$ cat config.mk
export PLATFORM = sky130hd
export DESIGN_NAME = load_store_unit
export DESIGN_NICKNAME = d
export VERILOG_FILES = /design/src/rtl/load_store_unit.sv
export SDC_FILE = /design/constraint.sdc
export NUM_CORES = 1
export LEC_CHECK = 0
export CELL_PAD_IN_SITES_DETAIL_PLACEMENT = 0
export CELL_PAD_IN_SITES_GLOBAL_PLACEMENT = 1
export CORE_UTILIZATION = 34
export DETAILED_ROUTE_END_ITERATION = 12
export GPL_ROUTABILITY_DRIVEN = 0
export GPL_TIMING_DRIVEN = 0
export PLACE_DENSITY = 0.86
export SYNTH_ARGS = -nofsm -noshare
export SYNTH_HDL_FRONTEND = slang
export SYNTH_SLANG_ARGS = --single-unit
$ cat constraint.sdc
create_clock -name clk -period 2.5 [get_ports clk]
set_input_delay 0.625 -clock clk [delete_from_list [all_inputs] [get_ports clk]]
set_output_delay 0.625 -clock clk [all_outputs]
set_load 0.03 [all_outputs]
$ cat src/rtl/load_store_unit.sv
// Byte/half/word load-store front end for a word-wide memory; sub-word stores use read-modify-write.
// Latency accept->done: error 1, word store 2, load 3, sub-word store 4, plus ack stalls; req_i ignored while busy.
module load_store_unit #(
    parameter bit CHECK_ALIGN = 1'b1
) (
    input  logic        clk,
    input  logic        rst_n,
    input  logic        req_i,
    input  logic        we_i,
    input  logic [1:0]  size_i,
    input  logic        unsigned_i,
    input  logic [31:0] addr_i,
    input  logic [31:0] wdata_i,
    output logic [31:0] rdata_o,
    output logic        done_o,
    output logic        err_o,
    output logic        busy_o,
    output logic        mem_rd_en_o,
    output logic        mem_wr_en_o,
    output logic [31:0] mem_addr_o,
    output logic [31:0] mem_data_o,
    input  logic [31:0] mem_data_i,
    input  logic        mem_ack_i
);

    typedef enum logic [2:0] {IDLE, READ, CAPTURE, MERGE, WRITE, DONE} state_t;

    state_t      state;
    logic        we_q;
    logic        uns_q;
    logic [1:0]  size_q;
    logic [1:0]  lane_q;
    logic [15:0] wdata_q;

    logic        misaligned;
    logic        req_err;
    logic [4:0]  sh_amt;
    logic [31:0] lane_sh;
    logic [31:0] load_ext;
    logic [31:0] merged;

    assign misaligned = CHECK_ALIGN && ((size_i == 2'b01 && addr_i[0]) ||
                                        (size_i == 2'b10 && addr_i[1:0] != 2'b00));
    assign req_err    = (size_i == 2'b11) || misaligned;

    // Lane selection uses only the latched address bits; with alignment checks off,
    // a half ignores addr[0] and a word ignores both low bits.
    always_comb begin
        sh_amt   = 5'd0;
        load_ext = mem_data_i;
        merged   = mem_data_i;
        case (size_q)
            2'b00: sh_amt = {lane_q, 3'b000};
            2'b01: sh_amt = {lane_q[1], 4'b0000};
            default: sh_amt = 5'd0;
        endcase
        lane_sh = mem_data_i >> sh_amt;
        case (size_q)
            2'b00: begin
                load_ext = {{24{~uns_q & lane_sh[7]}}, lane_sh[7:0]};
                case (lane_q)
                    2'd0: merged[7:0]   = wdata_q[7:0];
                    2'd1: merged[15:8]  = wdata_q[7:0];
                    2'd2: merged[23:16] = wdata_q[7:0];
                    default: merged[31:24] = wdata_q[7:0];
                endcase
            end
            2'b01: begin
                load_ext = {{16{~uns_q & lane_sh[15]}}, lane_sh[15:0]};
                if (lane_q[1]) merged[31:16] = wdata_q;
                else           merged[15:0]  = wdata_q;
            end
            default: load_ext = lane_sh;
        endcase
    end

    always_ff @(posedge clk or negedge rst_n) begin
        if (!rst_n) begin
            state       <= IDLE;
            we_q        <= 1'b0;
            uns_q       <= 1'b0;
            size_q      <= 2'b00;
            lane_q      <= 2'b00;
            wdata_q     <= 16'h0;
            rdata_o     <= 32'h0;
            done_o      <= 1'b0;
            err_o       <= 1'b0;
            busy_o      <= 1'b0;
            mem_rd_en_o <= 1'b0;
            mem_wr_en_o <= 1'b0;
            mem_addr_o  <= 32'h0;
            mem_data_o  <= 32'h0;
        end else begin
            done_o <= 1'b0;
            err_o  <= 1'b0;
            case (state)
                IDLE: begin
                    if (req_i) begin
                        we_q       <= we_i;
                        uns_q      <= unsigned_i;
                        size_q     <= size_i;
                        lane_q     <= addr_i[1:0];
                        wdata_q    <= wdata_i[15:0];
                        mem_addr_o <= {addr_i[31:2], 2'b00};
                        mem_data_o <= wdata_i;
                        busy_o     <= 1'b1;
                        if (req_err) begin
                            state   <= DONE;
                            done_o  <= 1'b1;
                            err_o   <= 1'b1;
                            rdata_o <= 32'h0;
                        end else if (we_i && size_i == 2'b10) begin
                            state       <= WRITE;
                            mem_wr_en_o <= 1'b1;
                        end else begin
                            state       <= READ;
                            mem_rd_en_o <= 1'b1;
                        end
                    end
                end
                READ: begin
                    if (mem_ack_i) begin
                        mem_rd_en_o <= 1'b0;
                        state       <= we_q ? MERGE : CAPTURE;
                    end
                end
                CAPTURE: begin
                    rdata_o <= load_ext;
                    done_o  <= 1'b1;
                    state   <= DONE;
                end
                MERGE: begin
                    mem_data_o  <= merged;
                    mem_wr_en_o <= 1'b1;
                    state       <= WRITE;
                end
                WRITE: begin
                    if (mem_ack_i) begin
                        mem_wr_en_o <= 1'b0;
                        done_o      <= 1'b1;
                        state       <= DONE;
                    end
                end
                DONE: begin
                    busy_o <= 1'b0;
                    state  <= IDLE;
                end
                default: begin
                    mem_rd_en_o <= 1'b0;
                    mem_wr_en_o <= 1'b0;
                    busy_o      <= 1'b0;
                    state       <= IDLE;
                end
            endcase
        end
    end

endmodule

==> metrics.csv, run 1 <==
stage;metric;value;unit
timing;timing.final.crit_period;2.36;ns
global_routing;track_usage;23.5;%
detailed_routing;wirelength;20800;µm
floorplan;num_rows;48;
detailed_routing;dr.pass1.iters;5;
pwr;totalPowerFinal;0.0122;W
setup_path;startpoint;req_i;
finish;fin_util;51.7;%
pwr;p_clk_share;18.6;%
placed_design;dp_cells;1084;
cts;cts_buffer_depth;2;
setup_path;cp.required;2.80;ns
timing;rsz0062_at_grt;no;
detailed_routing;wl_per_cell;18.7;µm
setup_path;crit_chain;clkdlybuf4s50_1, or4b_4, buf_6, nor3_4, nor2_2, buf_6, a221o_1;
timing;fin_tns_setup;0;ns
placed_design;io_buffers;202;
timing;slew_headroom;53.8;%
detailed_routing;ant_nets;0;
setup_path;regToRegStartpoint;size_q[1];
cts;h-tree-depth;4;
cts;clkTransAtPathRegs;0.06;ns
yosys;synth.avg_cell_area;9.29;µm²
timing;hold_viol;0;
setup_path;worstPathArrival;2.66;ns
timing;setup_viol;0;
cts;cts.sinks;124;
yosys;yosysUniqueCellTypes;42;
finish;layout-drive-gt1-share;6.40;%
timing;slew_viol_final;0;
detailed_routing;dr_total_vias;5886;
cts;cts-buffers-inserted;17;
yosys;yosys_warnings;0;
floorplan;coreArea;17400;µm²
yosys;synthCells;655;
yosys;synth_edf_count;0;
cts;root_buffer;clkbuf_16;
setup_path;timing.critical_path.buf_inv;3;
global_routing;antenna_found_initial;1;
outcome;status;finished, final reports clean;
global_routing;grt_pass1_wl;32500;µm
detailed_routing;drt-initial-drc-count;441;
floorplan;dieArea;18400;µm²
global_routing;grt_pass1_vias;5717;
flow_run;drv_cap;0;
setup_path;crit_top_cell;buf_6;
placed_design;dp_hpwl;15600;µm
setup_path;cpLargestDelayFamily;buffers and inverters;
yosys;yosysSeqAreaShare;51.0;%
floorplan;start_util;35.0;%
timing;fmax;424;MHz
floorplan;dieWidth;136;µm
yosys;synth_ff_type;dfrtp_1;
min_path;worstHoldPathType;input port to asynchronous set/reset pin;
floorplan;die_height;136;µm
detailed_routing;route.detailed.drc;0;
pwr;combPwrFrac;52.5;%
floorplan;io_pins;205;
setup_path;end_kind;flop;
pwr;seq_power_share;29.0;%
pwr;p_leak;3.95;nW
timing;fin_skew;0.00709;ns
yosys;async_reset_ff_share;100;%
setup_path;crit_slowest_cell;clkdlybuf4s50_1;
setup_path;path_class;input port to flop;
cts;clock_latency;0.42;ns
finish;nFillCells;1636;
global_routing;grt_max_degree;71;
finish;syn2layout_area_growth;47.6;%
cts;tritoncts;built;
setup_path;critPathMaxFanout;10;
pwr;irDropWorstVdd;0.752;mV
finish;mostFrequentLayoutCell;clkdlybuf4s50_1;
finish;final_cells;1116;
timing;fin_crit_sh;94.3;%
finish;final_nets;982;
setup_path;cpPeakStageDelay;0.54;ns
timing;worst_slew_pin_slew;0.676;ns
finish;layout_common_cells;clkdlybuf4s50_1, nand2_1, dfrtp_1;
yosys;synth_area;6080;µm²
pwr;switchingPower;0.00540;W
setup_path;start_kind;input port;
yosys;synth-seq-cells;124;
pwr;power_density;1360;nW/µm²
detailed_routing;post_drt_via_cell_ratio;5.27;
finish;diodes;0;
pwr;p_sw_share;44.1;%
pwr;intPower;0.00683;W
global_routing;gr-total-overflow;0;
[Yosys cell counts (all sizes together) (2+ instances only)]
cell	count	area (µm²)
nand2	200	751
dfrtp	124	3100
clkbuf	42	158
a21oi	29	145
a221o	28	280
nand2b	27	169
nor2	22	87.6
a22o	21	184
o21ai	21	105
a31oi	18	113
a22oi	16	120
o22ai	11	68.8
buf	10	83.8
nor2b	10	62.6
nand3	9	45.0
inv	8	30.0
mux2i	8	80.1
a2111oi	7	61.3
mux4	7	158
and3	6	37.5
nor3	6	41.3
a211oi	5	37.5
o221ai	3	26.3
o21a	2	15.0
o31ai	2	15.0
o32ai	2	17.5
[per-stage QoR]
stage	hold WS (ns)	setup WS (ns)	cell area, µm²
finish	0.163	0.142	8980
global route	0.198	0.0445	8980
CTS	0.178	0.0606	8970
detailed placement	0.461	-0.745	8420
global placement	0.457	-4.25	8390
floorplan	0.329	0.404	6090
[timing repair]
action | 4_1_cts | 5_1_grt
endpoints found under the setup margin | 60 | 13
hold buffers | 0 | 0
gates resized for setup | 2 | 4
pin swaps | 0 | 1
setup buffers | 0 | 0
[routing by layer]
| layer | track usage (%) | vias up | wire length (µm) |
|---|---|---|---|
| li1 | - | 2772 | - |
| met1 | 32.8 | 2838 | 9330 |
| met2 | 35.4 | 253 | 9530 |
| met3 | 6.36 | 23 | 1650 |
| met4 | 7.24 | 0 | 336 |
| met5 | 0 | - | 0 |
[power groups by stage]
| stage | clock, W | combinational (W) | sequential (W) |
|---|---|---|---|
| after floorplan | 0 | 0.00256 | 0.00481 |
| after global placement | 0 | 0.00632 | 0.00354 |
| after detailed placement | 0 | 0.00639 | 0.00355 |
| after CTS | 0.00229 | 0.00643 | 0.00353 |
| after global routing | 0.00238 | 0.00690 | 0.00365 |
| final | 0.00227 | 0.00642 | 0.00354 |
[cell type report]
cell class / count / area [µm²] / share of cell area, %
clock inverter: 12 / 92.6 / 1.03
inverter: 8 / 30.0 / 0.334
tap: 225 / 282 / 3.14
buffer: 52 / 245 / 2.73
sequential: 124 / 3100 / 34.6
multi-input combinational: 472 / 2720 / 30.3
clock buffer: 20 / 457 / 5.09
timing repair buffer: 203 / 2050 / 22.8
[logic make-up after synthesis]
group | synth area share [%]
buffers and inverters | 4.46
DFF | 51.0
other | 0.0616
muxes | 3.91
AOI/OAI and AO/OA | 20.0
and+or+nand+nor | 20.6
[flip-flops by register name (all words and copies together) (netlist names), 2 cells and up]
signal	flops
mem_data_o	32
rdata_o	32
mem_addr_o	30
wdata_q	16
state	3
lane_q	2
size_q	2
[final timing paths]
check                      cells past startpoint  slack, ns              to
max                                            7       0.14     rdata_o[24]
min in group clk                               2       0.47  mem_addr_o[12]
max in group asynchronous                      2       1.59  mem_addr_o[15]
max reg2reg                                    5       0.18   mem_data_o[5]
min                                            1       0.16     rdata_o[28]
min reg2reg                                    2       0.47  mem_addr_o[12]
(Power assumes the default switching activity.)
==> run 2, diff against run 1 <==
--- a/config.mk
+++ b/config.mk
@@ -12,6 +12,7 @@
 export GPL_ROUTABILITY_DRIVEN = 0
 export GPL_TIMING_DRIVEN = 0
 export PLACE_DENSITY = 0.86
+export REMOVE_ABC_BUFFERS = 1
 export SYNTH_ARGS = -nofsm -noshare
 export SYNTH_HDL_FRONTEND = slang
 export SYNTH_SLANG_ARGS = --single-unit
==> run 2 against run 1 <==
  * Sequential share of layout area up 0.25 points
  * Design area down 0.39%
  * Critical path depth down 3
  * Clock skew down 0.00090 ns
  * Clock-buffer cell count up 3
  * Worst hold slack better by 0.028 ns
  * Fmax about the same
  * Die area unchanged
  * First-iteration DRC count up 11%
  * Highest routed layer unchanged
  * Largest power group unchanged
  * Setup slack worse by 0.00089 ns
  * Non-clock buffer count down 45
==> metrics.csv, run 2 (same netlist as run 1, synthesis figures left out) <==
stage;metric;value;unit;change
floorplan;dieWidth;136;µm;unchanged
detailed_routing;wl_per_cell;19.4;µm;+3.7%
cts;clock_latency;0.42;ns;about the same
setup_path;worstPathArrival;2.65;ns;about the same
min_path;worstHoldPathType;input port to asynchronous set/reset pin;;
cts;cts-buffers-inserted;17;;unchanged
detailed_routing;route.detailed.drc;0;;unchanged
setup_path;reg2regPathDepth;4;;-1
floorplan;coreArea;17400;µm²;unchanged
finish;layout-drive-gt1-share;7.56;%;+1.2 points
placed_design;place_ws;-1.10;ns;-0.353 ns
floorplan;start_util;35.0;%;unchanged
setup_path;path_class;flop to flop;;
timing;slew_headroom;37.2;%;-17 points
cts;h-tree-depth;4;;unchanged
finish;multi_input_area;2800;µm²;+2.9%
setup_path;critPathMaxFanout;32;;+22
placed_design;dp_hpwl;13100;µm;-16%
finish;nFillCells;1613;;-1.4%
global_routing;antenna_found_initial;0;;-1
finish;reg_top3;mem_data_o x32, rdata_o x32, mem_addr_o x30;;
cts;cts.sinks;124;;unchanged
flow_run;drv_cap;0;;unchanged
finish;final_nets;939;;-4.4%
timing;worst_slew_pin_slew;0.942;ns;+0.266 ns
timing;fin_crit_sh;94.4;%;about the same
outcome;status;finished, final reports clean;;
finish;final_cells;1072;;-3.9%
detailed_routing;dr_total_vias;5742;;-2.4%
timing;hold_viol;0;;unchanged
global_routing;gr-total-overflow;0;;unchanged
global_routing;track_usage;23.4;%;-0.094 points
global_routing;grt_pass1_wl;32200;µm;-1.0%
finish;syn2layout_area_growth;47.0;%;
setup_path;end_kind;flop;;
setup_path;regToRegStartpoint;state[0];;
finish;fin_area;8940;µm²;-0.39%
global_routing;grt_max_degree;67;;-5.6%
detailed_routing;ant_nets;0;;unchanged
pwr;power_density;1390;nW/µm²;+2.4%
timing;setup_viol;0;;unchanged
global_routing;grt_pass1_vias;5529;;-3.3%
finish;layout_common_cells;clkdlybuf4s50_1, nand2_1, dfrtp_1;;
cts;root_buffer;clkbuf_16;;
timing;rsz0062_at_grt;no;;
floorplan;die_height;136;µm;unchanged
detailed_routing;dr.pass1.iters;7;;+2
floorplan;io_pins;205;;unchanged
timing;setup_ws;0.141;ns;-0.000892 ns
detailed_routing;post_drt_via_cell_ratio;5.36;;+1.6%
cts;tritoncts;built;;
floorplan;num_rows;48;;unchanged
cts;clkTransAtPathRegs;0.05;ns;about the same
pwr;irDropWorstVdd;0.559;mV;-26%
timing;slew_viol_final;0;;unchanged
pwr;p_leak;3.95;nW;+0.10%
timing;fin_skew;0.00620;ns;-0.000899 ns
pwr;totalPowerFinal;0.0125;W;+2.0%
finish;seq_area;3110;µm²;+0.32%
setup_path;cp.required;2.80;ns;about the same
cts;cts_buffer_depth;2;;unchanged
cts;ctsHoldBuffers;0;;unchanged
detailed_routing;wirelength;20800;µm;-0.40%
setup_path;startpoint;state[0];;
finish;diodes;0;;unchanged
setup_path;start_kind;flop;;
placed_design;place_area;8260;µm²;-1.9%
finish;fin_util;51.5;%;-0.20 points
timing;timing.final.crit_period;2.36;ns;+0.000892 ns
placed_design;io_buffers;202;;unchanged
placed_design;dp_cells;1038;;-4.2%
timing;fmax;424;MHz;about the same
finish;mostFrequentLayoutCell;clkdlybuf4s50_1;;
floorplan;dieArea;18400;µm²;unchanged
detailed_routing;drt-initial-drc-count;489;;+11%
==> run 2: cell types whose count changed in the layout (fill, tap and decap cells not counted), moves of 3 or more <==
cell        delta
clkbuf_1      -37
clkbuf_2       -3
dfrtp_1        -4
clkinv_2       +3
bufinv_16      +3
nor2_4         +3
clkinvlp_4     -4
nor2_1         -3
clkinv_4       -5
==> run 2: final timing paths <==
path                            slack [ns]              to
worst max-delay path                  0.14     rdata_o[25]
worst min-delay path                  0.19  mem_data_o[31]
worst max register to register        0.14     rdata_o[25]
worst min register to register        0.47  mem_addr_o[30]
max in group asynchronous             1.55  mem_data_o[25]
min in group clk                      0.47  mem_addr_o[30]
==> run 2: layout make-up <==
| class | instances | share of cell area (%) |
|---|---|---|
| multi-input cells | 474 | 31.3 |
| clock inverters | 8 | 1.29 |
| flip-flops and latches | 124 | 34.8 |
| clock buffers | 23 | 5.34 |
| inverters | 8 | 0.336 |
| repair buffers | 210 | 23.8 |
| well taps | 225 | 3.15 |
==> run 2: routing by layer <==
metal | share of wire [%] | vias to the layer above | GRT usage, %
met5 | 0 | - | 0
met4 | 1.9 | 0 | 9.05
met3 | 7.2 | 23 | 5.91
met2 | 46 | 237 | 35.7
met1 | 45 | 2801 | 31.8
li1 | - | 2681 | -
==> run 2: critical path, stage by stage, from the launching register on <==
cell	delay, ns
dfrtp_1	0.63
or4b_4	0.66
nor3_4	0.30
nor2_4	0.21
a221o_1	0.42
==> run 2: report_power, final <==
part	switching, W	internal, W	leakage (nW)
clock network	0.000892	0.00163	0.297
registers	0.000953	0.00292	1.55
logic	0.00353	0.00254	2.10
==> run 2: through the flow <==
| stage | TNS (ns) | hold WS [ns] |
|---|---|---|
| 6_report | 0 | 0.191 |
| 5_1_grt | 0 | 0.227 |
| 4_1_cts | 0 | 0.203 |
| 3_5_place_dp | -48.75 | 0.461 |
| 3_3_place_gp | -1101.49 | 0.457 |
| 2_1_floorplan | -201.50 | 0.329 |
==> run 2: what timing repair did <==
action                     in CTS  in global routing
resized for setup              13                  8
cloned                          2                  0
setup endpoints to repair      61                 48
setup buffers                   1                  0
